File: config.mk
export PLATFORM = sky130hd
export DESIGN_NAME = pipe_hazard_ctrl
export DESIGN_NICKNAME = d
export VERILOG_FILES = /design/src/rtl/pipe_ctrl_pkg.sv /design/src/rtl/load_use_detect.sv /design/src/rtl/pipe_hazard_ctrl.sv
export SDC_FILE = /design/constraint.sdc
export NUM_CORES = 1
export LEC_CHECK = 0
export CELL_PAD_IN_SITES_DETAIL_PLACEMENT = 1
export CELL_PAD_IN_SITES_GLOBAL_PLACEMENT = 1
export CORE_MARGIN = 2
export CORE_UTILIZATION = 38
export DETAILED_ROUTE_END_ITERATION = 8
export PLACE_DENSITY_LB_ADDON = 0.1
export SETUP_SLACK_MARGIN = 0.02
export SLEW_MARGIN = 30
export SYNTH_ARGS = -nofsm -noshare
export SYNTH_HDL_FRONTEND = slang
export SYNTH_SLANG_ARGS = --single-unit
File: constraint.sdc
create_clock -name clk -period 7.6 [get_ports clk]
set_input_delay 0.76 -clock clk [delete_from_list [all_inputs] [get_ports clk]]
set_output_delay 0.76 -clock clk [all_outputs]
set_load 0.01 [all_outputs]
File: src/rtl/pipe_ctrl_pkg.sv
// Shared types and constants for the pipeline stall/flush sequencer.
package pipe_ctrl_pkg;

  localparam int unsigned IDX_W_DEFAULT = 5;
  localparam int unsigned DIV_CNT_W     = 8;

  typedef enum logic [1:0] {
    DIV_IDLE = 2'd0,
    DIV_BUSY = 2'd1,
    DIV_DONE = 2'd2
  } div_state_e;

  // Encoded value doubles as priority rank: larger value wins.
  typedef enum logic [2:0] {
    SRC_NONE     = 3'd0,
    SRC_LOAD_USE = 3'd1,
    SRC_REDIRECT = 3'd2,
    SRC_DIVIDE   = 3'd3,
    SRC_MEM      = 3'd4
  } hazard_src_e;

  typedef struct packed {
    logic pc_hold;
    logic id_hold;
    logic ex_hold;
    logic mem_hold;
    logic ex_stall_n;
    logic mem_stall_n;
    logic wb_stall_n;
    logic id_flush;
    logic ex_flush;
  } pipe_ctrl_t;

  localparam pipe_ctrl_t CTRL_IDLE = '{
    pc_hold: 1'b0, id_hold: 1'b0, ex_hold: 1'b0, mem_hold: 1'b0,
    ex_stall_n: 1'b1, mem_stall_n: 1'b1, wb_stall_n: 1'b1,
    id_flush: 1'b0, ex_flush: 1'b0
  };

  function automatic pipe_ctrl_t ctrl_for_src(hazard_src_e src);
    pipe_ctrl_t c;
    c = CTRL_IDLE;
    case (src)
      SRC_MEM: begin
        c.pc_hold    = 1'b1;
        c.id_hold    = 1'b1;
        c.ex_hold    = 1'b1;
        c.mem_hold   = 1'b1;
        c.wb_stall_n = 1'b0;
      end
      SRC_DIVIDE: begin
        c.pc_hold     = 1'b1;
        c.id_hold     = 1'b1;
        c.ex_hold     = 1'b1;
        c.mem_stall_n = 1'b0;
      end
      SRC_REDIRECT: begin
        c.id_flush = 1'b1;
        c.ex_flush = 1'b1;
      end
      SRC_LOAD_USE: begin
        c.pc_hold    = 1'b1;
        c.id_hold    = 1'b1;
        c.ex_stall_n = 1'b0;
      end
      default: ;
    endcase
    return c;
  endfunction

endpackage

File: src/rtl/load_use_detect.sv
// Flags an ID instruction that reads the destination of a load still in EX.
module load_use_detect
  import pipe_ctrl_pkg::*;
#(
  parameter int unsigned IDX_W = IDX_W_DEFAULT
) (
  input  logic [IDX_W-1:0] id_rs1_idx_i,
  input  logic [IDX_W-1:0] id_rs2_idx_i,
  input  logic             id_rs1_used_i,
  input  logic             id_rs2_used_i,
  input  logic [IDX_W-1:0] ex_rd_idx_i,
  input  logic             ex_is_load_i,
  input  logic             ex_wben_i,
  output logic             hazard_o
);

  logic rs1_match, rs2_match;

  assign rs1_match = id_rs1_used_i && (id_rs1_idx_i == ex_rd_idx_i);
  assign rs2_match = id_rs2_used_i && (id_rs2_idx_i == ex_rd_idx_i);

  // x0 is hard-wired zero, so a load targeting it never produces a dependency.
  assign hazard_o = ex_is_load_i && ex_wben_i && (ex_rd_idx_i != '0)
                    && (rs1_match || rs2_match);

endmodule

File: src/rtl/pipe_hazard_ctrl.sv
// Central stall/flush sequencer: prioritises LSU back-pressure, divide,
// redirect and load-use hazards, and runs the divider start handshake.
module pipe_hazard_ctrl
  import pipe_ctrl_pkg::*;
#(
  parameter int unsigned IDX_W       = IDX_W_DEFAULT,
  parameter int unsigned DIV_TIMEOUT = 100,
  parameter int unsigned CNT_W       = 64
) (
  input  logic             clk,
  input  logic             rst,
  input  logic [IDX_W-1:0] id_rs1_idx,
  input  logic [IDX_W-1:0] id_rs2_idx,
  input  logic             id_rs1_used,
  input  logic             id_rs2_used,
  input  logic [IDX_W-1:0] ex_rd_idx,
  input  logic             ex_is_load,
  input  logic             ex_wben,
  input  logic             ex_div_en,
  input  logic             div_done,
  input  logic             ex_redirect,
  input  logic             mem_busy,
  output logic             pc_hold,
  output logic             id_hold,
  output logic             ex_hold,
  output logic             mem_hold,
  output logic             ex_stall_n,
  output logic             mem_stall_n,
  output logic             wb_stall_n,
  output logic             id_flush,
  output logic             ex_flush,
  output logic             div_start,
  output logic             div_busy,
  output logic             div_timeout,
  output logic [CNT_W-1:0] stall_cycles
);

  localparam logic [DIV_CNT_W-1:0] DIV_LIMIT = DIV_CNT_W'(DIV_TIMEOUT);

  div_state_e           state_q, state_d;
  logic [DIV_CNT_W-1:0] div_cnt_q, div_cnt_d;
  logic                 div_timeout_q, div_timeout_d;
  logic [CNT_W-1:0]     stall_cnt_q, stall_cnt_d;

  logic        lu_hazard;
  logic        start_ok;
  logic        div_hold;
  hazard_src_e src;
  pipe_ctrl_t  ctrl;

  load_use_detect #(.IDX_W(IDX_W)) u_load_use (
    .id_rs1_idx_i (id_rs1_idx),
    .id_rs2_idx_i (id_rs2_idx),
    .id_rs1_used_i(id_rs1_used),
    .id_rs2_used_i(id_rs2_used),
    .ex_rd_idx_i  (ex_rd_idx),
    .ex_is_load_i (ex_is_load),
    .ex_wben_i    (ex_wben),
    .hazard_o     (lu_hazard)
  );

  always_comb begin
    // NOTE: every variable gets a default before the case, so no path leaves
    // one unassigned and no latch is inferred.
    state_d       = state_q;
    div_cnt_d     = div_cnt_q;
    div_timeout_d = div_timeout_q;
    start_ok      = 1'b0;
    div_hold      = 1'b0;
    case (state_q)
      DIV_IDLE: begin
        if (ex_div_en && !mem_busy) begin
          start_ok  = 1'b1;
          div_hold  = 1'b1;
          div_cnt_d = '0;
          state_d   = DIV_BUSY;
        end
      end
      DIV_BUSY: begin
        div_hold = 1'b1;
        if (div_cnt_q != '1) begin
          div_cnt_d = div_cnt_q + DIV_CNT_W'(1);
        end
        if (div_cnt_d == DIV_LIMIT) begin
          div_timeout_d = 1'b1;
        end
        if (div_done) begin
          state_d = DIV_DONE;
        end
      end
      // ex_div_en is ignored here so the finishing divide is not restarted.
      DIV_DONE: begin
        if (!mem_busy) begin
          state_d = DIV_IDLE;
        end
      end
      default: state_d = DIV_IDLE;
    endcase
  end

  always_comb begin
    src = SRC_NONE;
    if (rst) begin
      src = SRC_NONE;
    end else if (mem_busy) begin
      src = SRC_MEM;
    end else if (div_hold) begin
      src = SRC_DIVIDE;
    end else if (ex_redirect) begin
      src = SRC_REDIRECT;
    end else if (lu_hazard) begin
      src = SRC_LOAD_USE;
    end
    ctrl        = ctrl_for_src(src);
    stall_cnt_d = stall_cnt_q + CNT_W'(ctrl.pc_hold);
  end

  always_ff @(posedge clk) begin
    // NOTE: state registers use non-blocking assignments so every register
    // samples pre-edge values regardless of evaluation order.
    if (rst) begin
      state_q       <= DIV_IDLE;
      div_cnt_q     <= '0;
      div_timeout_q <= 1'b0;
      stall_cnt_q   <= '0;
    end else begin
      state_q       <= state_d;
      div_cnt_q     <= div_cnt_d;
      div_timeout_q <= div_timeout_d;
      stall_cnt_q   <= stall_cnt_d;
    end
  end

  assign pc_hold      = ctrl.pc_hold;
  assign id_hold      = ctrl.id_hold;
  assign ex_hold      = ctrl.ex_hold;
  assign mem_hold     = ctrl.mem_hold;
  assign ex_stall_n   = ctrl.ex_stall_n;
  assign mem_stall_n  = ctrl.mem_stall_n;
  assign wb_stall_n   = ctrl.wb_stall_n;
  assign id_flush     = ctrl.id_flush;
  assign ex_flush     = ctrl.ex_flush;
  assign div_start    = start_ok && !rst;
  assign div_busy     = (state_q != DIV_IDLE);
  assign div_timeout  = div_timeout_q;
  assign stall_cycles = stall_cnt_q;

endmodule

==> flow_metrics.py <==
metrics = {
    "grt": {
        "gr-total-overflow": 0,
        "grt_pass1_wl_mm": 19.4,
        "antenna_found_initial": 0,
        "track_usage_pct": 21.4,
        "first_global_vias": 4028,
        "grt_max_degree": 82,
    },
    "synthesis": {
        "synth_area_per_cell_um2": 8.15,
        "synthTopCellsByArea": "dfxtp_1 (38%), xor2_1 (6.3%), nor2_1 (5.2%), nand4_1 (5.1%), xnor2_1 (4.5%)",
        "synth_area_um2": 3910,
        "ys_async_sr_fraction_pct": 0,
        "synth_ff_type": "dfxtp_1",
        "synth_cell_types": 47,
        "ys_seq_elements": 75,
        "synth-edff-count": 0,
        "synth_top_area_share_pct": 38.4,
        "ys_warn_count": 0,
        "synth_commonest_cells": "dfxtp_1 (75), nor2_1 (54), nand2_1 (34), nand3_1 (32), nand4_1 (32)",
        "synth_nets": 508,
        "synth_top_area_cell": "dfxtp_1",
        "yosysSeqAreaShare_pct": 38.4,
        "synthCells": 480,
        "synth_most_common_cell": "dfxtp_1",
    },
    "route": {
        "firstDrtPassIters": 4,
        "via_count": 3909,
        "viasPerCell": 5.48,
        "drt_iter0_drc": 124,
        "drtAntennaViolNets": 0,
        "drc": 0,
        "wl_per_cell_um": 16.3,
        "routed_wl_mm": 11.6,
    },
    "clock_network": {
        "cts_resized": 0,
        "cts_max_path_buffers": 2,
        "insertion_delay_ns": 0.36,
        "htreeDepth": 3,
        "numCtsBuffers": 9,
        "clk_pin_slew_worst_paths_ns": 0.08,
        "cts_root_buf": "clkbuf_8",
        "cts_tree": "built",
        "holdBufCountCts": 0,
        "post_cts_buffers": 0,
        "clock_sinks": 75,
    },
    "layout": {
        "fin_util_pct": 51.0,
        "drive_gt1_share_pct": 4.85,
        "final_area_um2": 5170,
        "syn_to_final_growth_pct": 32.2,
        "diodes": 0,
        "nets": 600,
    },
    "hold_path": {
        "hp-class": "reg -> reg",
    },
    "sta": {
        "hold_viol_final": 0,
        "finalSetupViolCount": 0,
        "timing.final.crit_period_ns": 4.59,
        "slew_headroom_pct": 43.1,
        "drv_slew": 0,
        "fin_crit_sh_pct": 60.4,
        "clock.fmax_mhz": 218,
        "worstMarginPinSlew_ns": 0.854,
        "rsz0062_at_grt": "false",
        "tns_ns": 0,
        "whs_ns": 0.495,
        "finClkSkew_ns": 0.00906,
    },
    "die": {
        "ios": 101,
        "die_area_um2": 11100,
        "die_height_um": 105,
        "placementRows": 37,
        "die_w_um": 105,
        "core_area_um2": 10100,
        "start_util_pct": 38.6,
    },
    "worst_setup_path": {
        "cpPeakStageDelay_ns": 0.63,
        "cpLargestDelayFamily": "simple AND/OR/NAND/NOR gates",
        "crit_type": "in -> reg",
        "critPathLaunchType": "input port",
        "cp_max_fo": 13,
        "worstPathCellList": "clkdlybuf4s50_1 > nand2b_1 > a21oi_1 > nor2_1 > a21oi_1 > ha_1 > ha_1 > inv_1 > or4_1 > or4_4 > or4_1 > a21oi_1",
        "crit_top_cell": "a21oi_1",
        "endpoint_kind": "flop",
        "critPathArrivalTime_ns": 4.88,
        "cp.required_ns": 7.88,
        "crit_slowest_cell": "a21oi_1",
        "cp_num_buf_inv": 2,
    },
    "pwr": {
        "leakagePower_nw": 1.62,
        "p_per_area_nw_per_um2": 138,
        "p_total_uw": 712,
        "ir_drop_uv": 78.1,
    },
    "place": {
        "place_area_um2": 5010,
        "port_buffers": 100,
        "gp_congestion": 0.781,
        "dpl.hpwl_mm": 8.51,
    },
    "status": {
        "status": "finished clean",
    },
    "flow_run": {
        "max_cap_viol_count": 0,
    },
}
[path summary, 6_finish.rpt]
check | slack, ns | cells after the start | endpoint | start
setup / recovery | 3.01 | 12 | stall_cycles[52] | mem_busy
hold / removal | 0.49 | 2 | stall_cycles[63] | stall_cycles[63]
setup reg to reg | 3.67 | 11 | stall_cycles[52] | state_q[0]
hold reg to reg | 0.49 | 2 | stall_cycles[63] | stall_cycles[63]
[per-layer routing]
layer | global-route usage, % | vias to the layer above | wire, µm
met2 | 37.2 | 85 | 5750
met5 | 0 | - | 0
met4 | 5.43 | 0 | 101
li1 | - | 1928 | -
met3 | 6.62 | 8 | 649
met1 | 25.4 | 1888 | 5090
[registers in the layout (all words and copies together), names as in the netlist]
name	flops
stall_cycles	64
div_cnt_q	8
state_q	2
div_timeout	1
[logic make-up (layout without fill, tap and decap cells)]
group	count (synthesis)	after routing	share of synthesized area, %
xor+xnor	48	48	10.7
buf+inv	29	126	3.07
flops	75	75	38.4
mux	2	2	0.576
fa+ha+maj	3	3	0.959
simple gates	246	246	34.5
compound gates	77	77	11.8
[cells in the final DEF (no fill, tap or decap), types with 4 or more instances in the layout]
cell	synthesis	final
or3_1	14	14
nand4_1	32	32
nor3_1	14	13
nor4_1	8	6
o21ai_0	18	18
xor2_1	28	28
or4_1	7	7
dfxtp_1	75	75
nor2_1	54	54
nand2_1	34	34
xnor2_1	20	20
clkbuf_8	0	9
and2_1	5	5
a211oi_1	6	6
o31ai_1	6	6
clkbuf_1	17	4
nand2b_1	6	6
and3_1	11	11
inv_1	9	9
a21oi_1	31	31
nand3_1	32	32
and4_1	9	9
clkdlybuf4s50_1	0	99
[power breakdown]
part           switching (mW)  internal [mW]  leakage, nW
Clock                   0.146          0.118       0.0812
Combinational          0.0248         0.0268        0.938
Sequential            0.00206          0.394        0.604
[worst reg2reg max path, stage by stage (launching register included)]
cell and delay, ns:
dfxtp_1 0.35, inv_1 0.09, a21oi_1 0.61, nor2_1 0.13, a21oi_1 0.28, ha_1 0.26
ha_1 0.30, inv_1 0.14, or4_1 0.51, or4_4 0.52, or4_1 0.53, a21oi_1 0.14
[layout make-up]
class	instances	area (µm²)
Tap cell	136	170
Timing Repair Buffer	101	1000
Inverter	9	33.8
Clock buffer	13	139
Multi-Input combinational cell	376	2310
Sequential cell	75	1500
Fill cell	1222	4970
Clock inverter	3	15.0
[through the flow]
| step | worst slack (ns) | instances |
|---|---|---|
| after floorplan | 3.70 | 480 |
| after global routing | 2.56 | 713 |
| after CTS | 2.92 | 713 |
| final | 3.01 | 713 |
| after global placement | 2.76 | 697 |
| after detailed placement | 2.55 | 697 |
Power figures use the tool's default switching activity.
